### src/rtl/secure_router_pkg.sv
// secure_router_pkg: shared widths, packet field slices, FSM states and round-robin pick
package secure_router_pkg;
  localparam int NUM_PORTS = 4;
  localparam int DEST_W = 2;
  localparam int DATA_W = 4;
  localparam int CODE_W = 7;
  localparam int PKT_W = 6;
  localparam int DEST_HI = 5;
  localparam int DEST_LO = 4;
  localparam int DATA_HI = 3;
  localparam int DATA_LO = 0;
  typedef enum logic {IDLE, ROUTE} state_t;
  function automatic logic [DEST_W-1:0] rr_pick(input logic [NUM_PORTS-1:0] req, input logic [DEST_W-1:0] ptr);
    logic [DEST_W-1:0] idx;
    rr_pick = ptr;
    for (int k = NUM_PORTS - 1; k >= 0; k--) begin
      idx = ptr + DEST_W'(k);
      if (req[idx]) rr_pick = idx;
    end
  endfunction
endpackage

### src/rtl/secure_router_sched_if.sv
// secure_router_sched_if: source request/grant and per-destination valid/ready slot bundle
interface secure_router_sched_if;
  import secure_router_pkg::*;
  logic [NUM_PORTS-1:0] req, gnt, vld, rdy;
  logic [PKT_W-1:0] pkt0, pkt1, pkt2, pkt3;
  logic [CODE_W-1:0] d_out0, d_out1, d_out2, d_out3;
  modport master (output req, pkt0, pkt1, pkt2, pkt3, rdy, input gnt, vld, d_out0, d_out1, d_out2, d_out3);
  modport slave (input req, pkt0, pkt1, pkt2, pkt3, rdy, output gnt, vld, d_out0, d_out1, d_out2, d_out3);
endinterface

### src/rtl/hamming_encoder.sv
// hamming_encoder: Hamming(7,4) codeword {d3,d2,d1,p4,d0,p2,p1}
module hamming_encoder (
  input  logic [3:0] d,
  output logic [6:0] c
);
  assign c = {d[3], d[2], d[1], d[1] ^ d[2] ^ d[3], d[0], d[0] ^ d[2] ^ d[3], d[0] ^ d[1] ^ d[3]};
endmodule

### src/rtl/secure_router_sched.sv
// secure_router_sched: round-robin Hamming(7,4) encode-and-route scheduler; SECURE_ROUTER_STATS_EN adds saturating per-destination counters
module secure_router_sched
  import secure_router_pkg::*;
#(
  parameter int CNT_W = 8
) (
  input  logic clk,
  input  logic rst_n,
  secure_router_sched_if.slave bus,
  output logic busy
`ifdef SECURE_ROUTER_STATS_EN
  ,
  output logic [CNT_W-1:0] pkt_cnt0,
  output logic [CNT_W-1:0] pkt_cnt1,
  output logic [CNT_W-1:0] pkt_cnt2,
  output logic [CNT_W-1:0] pkt_cnt3
`endif
);
  state_t state, state_nx;
  logic [DEST_W-1:0] ptr, win, dst;
  logic [PKT_W-1:0] stage;
  logic [PKT_W-1:0] pkt [NUM_PORTS];
  logic [CODE_W-1:0] slot [NUM_PORTS];
  logic [CODE_W-1:0] code;
  logic [NUM_PORTS-1:0] gnt_q, vld_q, load;
  logic take, free;
  assign pkt[0] = bus.pkt0;
  assign pkt[1] = bus.pkt1;
  assign pkt[2] = bus.pkt2;
  assign pkt[3] = bus.pkt3;
  assign win = rr_pick(bus.req, ptr);
  assign dst = stage[DEST_HI:DEST_LO];
  assign free = !vld_q[dst] || bus.rdy[dst];
  assign take = state == IDLE && |bus.req;
  assign load = (state == ROUTE && free) ? NUM_PORTS'(1) << dst : '0;
  hamming_encoder u_enc (.d(stage[DATA_HI:DATA_LO]), .c(code));
  always_comb begin
    state_nx = state;
    if (take) state_nx = ROUTE;
    if (state == ROUTE && free) state_nx = IDLE;
  end
  always_ff @(posedge clk or negedge rst_n)
    if (!rst_n) state <= IDLE;
    else state <= state_nx;
  // Grant pulses only on the IDLE acceptance edge, so a stalled ROUTE never re-grants.
  always_ff @(posedge clk or negedge rst_n)
    if (!rst_n) begin
      ptr <= '0;
      stage <= '0;
      gnt_q <= '0;
    end else begin
      gnt_q <= take ? NUM_PORTS'(1) << win : '0;
      if (take) begin
        ptr <= win + DEST_W'(1);
        stage <= pkt[win];
      end
    end
  // A reload on the same edge as a drain keeps the slot valid.
  always_ff @(posedge clk or negedge rst_n)
    if (!rst_n) begin
      vld_q <= '0;
      for (int i = 0; i < NUM_PORTS; i++) slot[i] <= '0;
    end else begin
      for (int i = 0; i < NUM_PORTS; i++)
        if (load[i]) begin
          slot[i] <= code;
          vld_q[i] <= 1'b1;
        end else if (vld_q[i] && bus.rdy[i]) begin
          slot[i] <= '0;
          vld_q[i] <= 1'b0;
        end
    end
  assign bus.gnt = gnt_q;
  assign bus.vld = vld_q;
  assign bus.d_out0 = slot[0];
  assign bus.d_out1 = slot[1];
  assign bus.d_out2 = slot[2];
  assign bus.d_out3 = slot[3];
  assign busy = state != IDLE;
`ifdef SECURE_ROUTER_STATS_EN
  logic [CNT_W-1:0] cnt [NUM_PORTS];
  always_ff @(posedge clk or negedge rst_n)
    if (!rst_n) begin
      for (int i = 0; i < NUM_PORTS; i++) cnt[i] <= '0;
    end else begin
      for (int i = 0; i < NUM_PORTS; i++)
        if (load[i] && cnt[i] != '1) cnt[i] <= cnt[i] + CNT_W'(1);
    end
  assign pkt_cnt0 = cnt[0];
  assign pkt_cnt1 = cnt[1];
  assign pkt_cnt2 = cnt[2];
  assign pkt_cnt3 = cnt[3];
`endif
endmodule
### src/flat_wrapper.sv
// flat-port wrapper written by rule: the top's interface ports become plain ports
module secure_router_sched_flat import secure_router_pkg::*;
#(
  parameter int CNT_W = 8
)
  (clk, rst_n, busy, bus_req, bus_pkt0, bus_pkt1, bus_pkt2, bus_pkt3, bus_rdy, bus_gnt, bus_vld, bus_d_out0, bus_d_out1, bus_d_out2, bus_d_out3);
  secure_router_sched_if bus_i ();
  input  logic clk;
  input  logic rst_n;
  output logic busy;
  input wire logic [$bits(bus_i.req)-1:0] bus_req;
  input wire logic [$bits(bus_i.pkt0)-1:0] bus_pkt0;
  input wire logic [$bits(bus_i.pkt1)-1:0] bus_pkt1;
  input wire logic [$bits(bus_i.pkt2)-1:0] bus_pkt2;
  input wire logic [$bits(bus_i.pkt3)-1:0] bus_pkt3;
  input wire logic [$bits(bus_i.rdy)-1:0] bus_rdy;
  output wire logic [$bits(bus_i.gnt)-1:0] bus_gnt;
  output wire logic [$bits(bus_i.vld)-1:0] bus_vld;
  output wire logic [$bits(bus_i.d_out0)-1:0] bus_d_out0;
  output wire logic [$bits(bus_i.d_out1)-1:0] bus_d_out1;
  output wire logic [$bits(bus_i.d_out2)-1:0] bus_d_out2;
  output wire logic [$bits(bus_i.d_out3)-1:0] bus_d_out3;
  assign bus_i.req = bus_req;
  assign bus_i.pkt0 = bus_pkt0;
  assign bus_i.pkt1 = bus_pkt1;
  assign bus_i.pkt2 = bus_pkt2;
  assign bus_i.pkt3 = bus_pkt3;
  assign bus_i.rdy = bus_rdy;
  assign bus_gnt = bus_i.gnt;
  assign bus_vld = bus_i.vld;
  assign bus_d_out0 = bus_i.d_out0;
  assign bus_d_out1 = bus_i.d_out1;
  assign bus_d_out2 = bus_i.d_out2;
  assign bus_d_out3 = bus_i.d_out3;
  secure_router_sched #(.CNT_W(CNT_W)) u_core (.clk(clk), .rst_n(rst_n), .bus(bus_i), .busy(busy));
endmodule
### config.mk
export PLATFORM = sky130hd
export DESIGN_NAME = secure_router_sched_flat
export DESIGN_NICKNAME = d
export VERILOG_FILES = /design/src/rtl/secure_router_pkg.sv /design/src/rtl/secure_router_sched_if.sv /design/src/rtl/hamming_encoder.sv /design/src/rtl/secure_router_sched.sv /design/src/flat_wrapper.sv
export SDC_FILE = /design/constraint.sdc
export NUM_CORES = 1
export LEC_CHECK = 0
export BUFFER_PORTS_ARGS = -buffer_cell sky130_fd_sc_hd__buf_2
export CAP_MARGIN = 20
export CELL_PAD_IN_SITES_DETAIL_PLACEMENT = 1
export CELL_PAD_IN_SITES_GLOBAL_PLACEMENT = 1
export CORE_ASPECT_RATIO = 0.5
export CORE_MARGIN = 2
export CORE_UTILIZATION = 30
export CTS_CLUSTER_DIAMETER = 100
export CTS_CLUSTER_SIZE = 10
export DETAILED_ROUTE_END_ITERATION = 10
export GPL_TIMING_DRIVEN = 0
export PLACE_DENSITY_LB_ADDON = 0.3
export SLEW_MARGIN = 20
export SYNTH_ARGS = -nofsm -noshare
export SYNTH_HDL_FRONTEND = slang
export SYNTH_SLANG_ARGS = --single-unit
export TNS_END_PERCENT = 30
### constraint.sdc
create_clock -name clk -period 2.87 [get_ports clk]
set_clock_uncertainty 0.2 [all_clocks]
set_input_delay 0.574 -clock clk [delete_from_list [all_inputs] [get_ports clk]]
set_output_delay 0.574 -clock clk [all_outputs]
set_load 0.005 [all_outputs]
**After elaboration in Yosys (flattened, before gate mapping)**

Cells that the tools add are included.

- Flip-flop bits (word level): 45
- Bits of input ports: 34
- Output and inout bits: 37
- Word-level logic and storage cells: 85

- $add $sub $neg: 4
- $lt $le $gt $ge: 6
- Shift-type cells: 2
- Mux-type cells: 39
- Bitwise gates (word level): 8
- Reductions and logical operators: 14

Operator list:

| cell | number |
|---|---|
| 2-to-1 mux 7 bit | 8 |
| 2-to-1 mux 1 bit | 16 |
| less-than comparator 2 x 3 -> 1 bit, second input constant | 5 |
| binary-select mux 1 bit (select 2 bit) | 6 |
| binary-select mux 6 bit (select 2 bit) | 1 |
| 2-to-1 mux 6 bit | 2 |
| nonzero test 2 bit | 5 |
| 2-to-1 mux 2 bit | 4 |
| 2-to-1 mux 4 bit | 2 |
| left shift 1 x 2 -> 4 bit, first input constant | 2 |
| logical AND 1 bit | 6 |
| bitwise XOR 1 bit | 6 |
| adder 2 x 1 -> 2 bit, second input constant | 2 |
| adder 2 bit, second input constant | 2 |
| OR reduction 4 bit | 1 |
| >= comparator 3 bit, second input constant | 1 |
| NOT 2 -> 3 bit | 1 |
| logical NOT 1 bit | 1 |
| logical OR 1 bit | 1 |
| NOT 1 bit | 1 |

**Logic depth before layout (Yosys ltp)**

Gate-level depths: netlist of the first run.

- Depth after elaboration: 11
- Depth in mapped cells: 6
- Mapped depth without buffers: 5

**Modules after synthesis**

Synthesis of the first run repeated with hierarchy kept, for this count alone.

- Cell total of the unflattened synthesis: 217
- Area total of the unflattened synthesis: 2237.1 sq um

Modules (own cells, without submodules):

| module | instances | cells an instance | area an instance (sq um) | sequential area each (sq um) |
|---|---|---|---|---|
| secure_router_sched | 1 | 210 | 2135.8 | 1126.1 |
| hamming_encoder | 1 | 7 | 101.3 | 0.0 |

**Worst setup path before layout of the first run**

Ideal clock, no wire load.

- Path kind: input-to-reg
- From: input bus_req[2]
- To: register u_core.stage[3]
- Setup time: 0.153 ns
- Arrival: 1.868 ns
- Required time: 2.517 ns
- Path slack: 0.650 ns
- Stages on the path: 6
- Path buffers: 1
- Cell sequence: nor2b_1 o21a_4 or3_4 buf_6 a2111oi_4 a221oi_1

- Longest elaborated chain between the ends: 10
- Elaborated cells on any way between the ends: 18
- Those cells by class: mux: 15; bitwise: 1; reduce/logical: 2

Ends and longest elaborated chain:

| item | RTL line | text |
|---|---|---|
| from (decl) | flat_wrapper.sv:11 | `input wire logic [$bits(bus_i.req)-1:0] bus_req;` |
| binary-select mux 1 bit (select 2 bit) | secure_router_pkg.sv:18 | `if (req[idx]) rr_pick = idx;` |
| 2-to-1 mux 1 bit (implied by the code) | secure_router_pkg.sv:18 |  |
| 2-to-1 mux 2 bit (4 in series) | secure_router_pkg.sv:18 |  |
| NOT 2 -> 3 bit (implied by the code) | secure_router_sched.sv:55 | `stage <= pkt[win];` |
| binary-select mux 6 bit (select 2 bit) | secure_router_sched.sv:55 |  |
| 2-to-1 mux 6 bit (implied by the code) (2 in series) | secure_router_sched.sv:55 |  |
| to (signal assigned) | secure_router_sched.sv:55 |  |
| to (decl) | secure_router_sched.sv:21 | `logic [PKT_W-1:0] stage;` |

Several ways; a longest one is shown, not always the timed one. The select of a mux whose other input is x is not followed.
A chain may end at the register's enable or synchronous reset.

**Worst setup path in the final report of the first run**

- From: input bus_req[2]
- To: register u_core.stage[1]

The elaborated chain is that of the path after synthesis.

==> impl_metrics.csv, run 1 <==
group,metric,value,unit
clock_network,post_cts_buffers,0,
global_route,grt_pass1_wl,9.85,mm
route,drt-total-wl,6.04,mm
clock_network,clkLatencyLatePin,0.28,ns
finish,final_cell_mix,"buf_2, dfrtp_1, o21ai_0",
sta,fin_crit,2.37,ns
global_route,grtUsageTotal,0.166,
global_route,grt_busiest_layer,"met2",
pwr,p_sw_frac,0.407,
pwr,power_density,1100,nW/um2
sta,relSlewSlack,0.551,
sta,setup_tns,0,ns
critical_path,rr_endpoint,"u_core.stage[1]$_DFFE_PN0P_",
die,die_h,63.0,um
clock_network,clockBufferDepth,2,
sta,fin_crit_sh,0.826,
hold_path,hp-class,"input port to async pin",
sta,max_freq,422,MHz
global_route,use_met2,0.272,
route,drtPass1Iterations,5,
sta,finalHoldViolCount,0,
clock_network,root_buffer,"clkbuf_16",
sta,slew_viol_final,0,
die,start_util,0.311,
logic_synthesis,synthesis.nets,229,
finish,fill_cells,785,
finish,drive_above_1_share,0.316,
finish,num_antenna_cells,0,
pwr,p_comb_frac,0.438,
route,drt_iter0_markers,61,
sta,rsz0062_at_grt,"no",
route,vias,1834,
pwr,p_int,1760,uW
critical_path,rr_startpoint,"u_core.ptr[1]$_DFFE_PN0P_",
pwr,total_power,2980,uW
global_route,grt_overflow,0,
job,cap_violations,0,
finish,area_growth,29.4,%
pwr,ir_drop,0.386,mV
clock_network,cts_buffers,5,
clock_network,h-tree-depth,2,
critical_path,required,2.78,ns
logic_synthesis,ys_types,35,
global_route,grt_pass1_vias,1871,
pwr,power_frac_seq,0.368,
die,placementRows,21,
route,wire_per_inst,16.6,um
logic_synthesis,syn_area_per_cell,10.7,um2
clock_network,path_clk_slew,0.06,ns
route,routed_via_density,5.04,
die,ios,71,
logic_synthesis,seq_area_frac_synth,0.539,
critical_path,setup.worst_path.class,"input port to flip-flop",
finish,nets,306,
global_route,grtUsageMet1,0.226,
route,drc,0,
clock_network,cts_tree,"done",
place,dp.final_hpwl,4.54,mm
logic_synthesis,synth_seq_cells,45,
pwr,power_switching,1210,uW
die,coreArea,6730,um2
critical_path,r2r_setup_slack,0.53,ns
status,status,"complete, no violations",
critical_path,endpoint_kind,"flip-flop",
critical_path,start_kind,"input port",
die,dieArea,7690,um2
logic_synthesis,syn_area,2090,um2
sta,worst_pin_slew,0.656,ns
critical_path,critPathMaxFanout,8,
pwr,clkPwrFrac,0.193,
clock_network,holdBufCountCts,0,
clock_network,post_cts_resized,0,
global_route,globalRouteMet3Util,0.0328,
global_route,antenna_found_initial,0,
global_route,grt_max_degree,46,
critical_path,arrival,2.28,ns
sta,setup_viol,0,
place,io_buffers,70,
route,drtAntennaViolNets,0,
finish,layout_commonest_cell,"buf_2",
logic_synthesis,synthCells,195,
critical_path,r2r_cells,6,
place,gp_congestion,0.772,
die,fp.dieW,122,um
clock_network,cts.sinks,45,
pwr,p_leak,0.00128,uW
logic_synthesis,ys_warn_count,0,
synthesized netlist by cell type, drive strengths merged:
cell type	count	area share
nor4b	6	0.025
a221oi	4	0.020
nand4	1	0.0030
nor2	6	0.011
xor2	1	0.0042
mux2i	6	0.029
or4b	1	0.0048
a21oi	5	0.017
a211oi	2	0.0072
or2b	1	0.0036
o21a	1	0.0072
nor2b	3	0.0090
nand4b	3	0.013
a21boi	1	0.0054
inv	4	0.0072
a2111oi	6	0.043
a21o	1	0.0036
and3	2	0.0060
buf	2	0.0078
nor3	3	0.0072
nand3	28	0.067
nand3b	2	0.0072
o211ai	2	0.0072
dfrtp	45	0.54
clkbuf	7	0.013
or3	2	0.0084
xnor2	5	0.021
nand2	10	0.018
nand2b	5	0.015
o21ai	30	0.072
per-stage QoR:
stage / util / setup WS, ns / hold WS [ns] / cells / instance area (um2)
finish: 0.402 / 0.501 / 0.0899 / 364 / 2710
detailed placement: 0.380 / 0.217 / 0.289 / 357 / 2560
floorplan: - / 0.650 / 0.0784 / 195 / 2090
global placement: 0.380 / 0.325 / 0.283 / 357 / 2560
CTS: 0.402 / 0.490 / 0.304 / 364 / 2700
global route: 0.402 / 0.398 / 0.137 / 364 / 2710
power by group through the flow:
stage          logic, uW  clock network, uW  registers (uW)
3_5_place_dp        1320                  0            1110
2_1_floorplan        787                  0            1090
4_1_cts             1320                588            1100
5_1_grt             1480                614            1140
3_3_place_gp        1270                  0            1090
6_report            1300                575            1100
worst max-delay path by stage:
stage	slack, ns	start	endpoint
4_1_cts	0.49	bus_req[2]	u_core.stage[1]$_DFFE_PN0P_
5_1_grt	0.40	bus_req[2]	u_core.stage[1]$_DFFE_PN0P_
6_report	0.50	bus_req[2]	u_core.stage[1]$_DFFE_PN0P_
2_1_floorplan	0.65	bus_req[2]	u_core.stage[3]$_DFFE_PN0P_
3_3_place_gp	0.33	bus_req[2]	u_core.stage[1]$_DFFE_PN0P_
3_5_place_dp	0.22	bus_req[2]	u_core.stage[1]$_DFFE_PN0P_
routing by layer:
layer | up-vias | share of wire
li1 | 872 | -
met1 | 915 | 0.48
met2 | 43 | 0.46
met3 | 4 | 0.051
met4 | 0 | 0.0088
met5 | - | 0
layout make-up:
class	instances	area, um2	area share
plain buffers	9	42.5	0.0157
clock buffers	6	139	0.0513
clock inverters	1	7.51	0.00278
inverters	4	15.0	0.00555
multi-input cells	137	907	0.335
flip-flops and latches	45	1130	0.416
well taps	92	115	0.0426
repair buffers	70	353	0.130
flip-flops by register name, summed over array words and instances, names as in the netlist:
signal             flops
u_core.bus.d_out3      7
u_core.bus.d_out0      7
u_core.ptr             2
u_core.stage           6
u_core.bus.vld         4
u_core.bus.gnt         4
u_core.bus.d_out1      7
u_core.bus.d_out2      7
u_core.busy            1
cells by family (layout without fill, tap and decap cells):
| kind of cell | count (synthesis) | count (layout) | synth area share |
|---|---|---|---|
| AOI/OAI and AO/OA | 52 | 52 | 0.183 |
| xor gates and xnor gates | 6 | 6 | 0.0251 |
| buffers and inverters | 13 | 90 | 0.0275 |
| DFF | 45 | 45 | 0.539 |
| muxes | 6 | 6 | 0.0287 |
| and+or+nand+nor | 73 | 73 | 0.197 |
critical path, cell delays in order:
cell	delay, ns
buf_2	0.12
nor2b_1	0.15
o21a_4	0.25
or3_4	0.39
a2111oi_0	0.65
a221oi_1	0.15
No activity file was read; power rests on OpenSTA's default activity.
==> inputs of run 2 (changes only) <==
==> constraint.sdc (replaced) <==
create_clock -name clk -period 2.22 [get_ports clk]
set_clock_uncertainty 0.2 [all_clocks]
set_input_delay 0.444 -clock clk [delete_from_list [all_inputs] [get_ports clk]]
set_output_delay 0.444 -clock clk [all_outputs]
set_load 0.005 [all_outputs]
==> run 2 against run 1 <==
  * The flow now finishes with violations (negative hold slack)
  * Via count fell by 0.11%
  * Combinational power rose by 33%
  * Clock-buffer cell count did not move
  * Cell count did not move
  * Sequential share of layout area fell by 0.38 points
  * First-iteration DRC count rose by 3.3%
  * Critical path depth did not move
  * Design area rose by 0.93%
  * Routed wire length rose by 0.26%
  * Global-route usage did not move
==> impl_metrics.csv, run 2 (synthesis results as in run 1) <==
group,metric,value,unit
sta,timing.hold.ws,-0.0394,ns
global_route,antenna_found_initial,0,
sta,fin_crit_sh,0.949,
global_route,grt_pass1_wl,9.84,mm
global_route,grt_max_degree,46,
place,dp_slack,-0.303,ns
sta,setup_viol,0,
clock_network,path_clk_slew,0.06,ns
critical_path,crit_slowest_cell,"or3_4",
hold_path,hp-class,"input port to async pin",
pwr,p_leak,0.00129,uW
finish,multiInputGateArea,927,um2
sta,fin_crit,2.11,ns
route,drc,0,
die,placementRows,21,
critical_path,endpoint_kind,"flip-flop",
critical_path,cpLargestDelayFamily,"simple AND/OR/NAND/NOR gates",
route,drt_iter0_markers,63,
finish,num_antenna_cells,0,
clock_network,cts.sinks,45,
clock_network,holdBufCountCts,0,
clock_network,h-tree-depth,2,
finish,layout_commonest_cell,"buf_2",
global_route,grtUsageTotal,0.166,
critical_path,required,2.14,ns
finish,seq_area,1130,um2
finish,fill_cells,788,
die,dieArea,7690,um2
route,drtAntennaViolNets,0,
status,violations,"negative hold slack",
sta,worst_pin_slew,0.580,ns
place,dpl_cell_area,2560,um2
pwr,ir_drop,0.491,mV
place,dp.final_hpwl,4.54,mm
route,vias,1832,
sta,slew_viol_final,0,
die,ios,71,
sta,max_freq,475,MHz
critical_path,critPathMaxFanout,10,
finish,drive_above_1_share,0.331,
clock_network,clockBufferDepth,2,
job,cap_violations,0,
finish,final_cell_mix,"buf_2, dfrtp_1, o21ai_0",
global_route,grt_pass1_vias,1872,
sta,worst_slack,0.114,ns
finish,nets,306,
finish,area_growth,30.6,%
status,status,"finished, violations left",
place,gp_congestion,0.772,
critical_path,slowest_delay,0.42,ns
die,start_util,0.311,
sta,finalHoldViolCount,45,
die,fp.dieW,122,um
critical_path,setup.worst_path.class,"flip-flop to flip-flop",
clock_network,root_buffer,"clkbuf_16",
clock_network,post_cts_buffers,0,
critical_path,arrival,2.03,ns
critical_path,start_kind,"flip-flop",
route,wire_per_inst,16.6,um
route,drtPass1Iterations,4,
clock_network,cts_tree,"done",
die,coreArea,6730,um2
sta,rsz0062_at_grt,"yes",
route,routed_via_density,5.03,
place,io_buffers,70,
pwr,power_density,1430,nW/um2
clock_network,clkLatencyLatePin,0.28,ns
die,die_h,63.0,um
sta,relSlewSlack,0.608,
route,drt-total-wl,6.06,mm
finish,design_area,2730,um2
clock_network,cts_buffers,5,
global_route,grt_overflow,0,
critical_path,critPathBufInv,1,
critical_path,worstPathCellList,"nand2b_1, a21oi_4, or3_4, buf_8, a2111oi_4, a221oi_1",
## run 2: worst paths after layout
check,start,end,slack (ns),cells after the start
max,u_core.ptr[0]$_DFFE_PN0P_,u_core.stage[3]$_DFFE_PN0P_,0.11,6
min,rst_n,u_core.bus.d_out3[1]$_DFFE_PN0P_,-0.04,1
max reg2reg,u_core.ptr[0]$_DFFE_PN0P_,u_core.stage[3]$_DFFE_PN0P_,0.11,6
min reg2reg,u_core.bus.d_out1[5]$_DFFE_PN0P_,u_core.bus.d_out1[5]$_DFFE_PN0P_,0.30,2
max in group asynchronous,rst_n,u_core.bus.d_out1[6]$_DFFE_PN0P_,1.46,1
min in group clk,bus_rdy[0],u_core.bus.vld[0]$_DFFE_PN0P_,0.28,3
## run 2: power breakdown
part / leakage [uW] / switching, uW / internal (uW)
clock network: 0.0000690 / 302 / 442
logic: 0.000651 / 1040 / 693
registers: 0.000569 / 250 / 1170
## run 2: metrics by stage
| stage | TNS, ns | hold WS, ns | power [uW] | util | std cells |
|---|---|---|---|---|---|
| 3_3_place_gp | -0.689 | 0.283 | 3050 | 0.380 | 357 |
| 3_5_place_dp | -0.912 | 0.289 | 3140 | 0.380 | 357 |
| 4_1_cts | 0 | 0.178 | 3910 | 0.403 | 364 |
| 6_report | 0 | -0.0394 | 3890 | 0.406 | 364 |
| 5_1_grt | -0.0132 | 0.00666 | 4220 | 0.406 | 364 |
| 2_1_floorplan | 0 | -0.0516 | 2420 | - | 195 |
## run 2: repair_timing
action,4_1_cts,5_1_grt
resized for setup,2,7
endpoints found under the setup margin,1,8
pin swaps,0,1
## run 2: layer usage
layer	part of all wire	track usage	vias to the layer above
li1	-	-	873
met1	0.47	0.225	911
met2	0.46	0.274	44
met3	0.052	0.0328	4
met4	0.0088	0.0388	0
met5	0	0	-
## run 2: final cells by class
| cell class | instances | area share |
|---|---|---|
| Clock buffer | 6 | 0.0509 |
| Clock inverter | 1 | 0.00275 |
| Inverter | 4 | 0.00550 |
| Sequential cell | 45 | 0.412 |
| Tap cell | 92 | 0.0422 |
| Timing Repair Buffer | 70 | 0.129 |
| Buffer | 9 | 0.0174 |
| Multi-Input combinational cell | 137 | 0.340 |
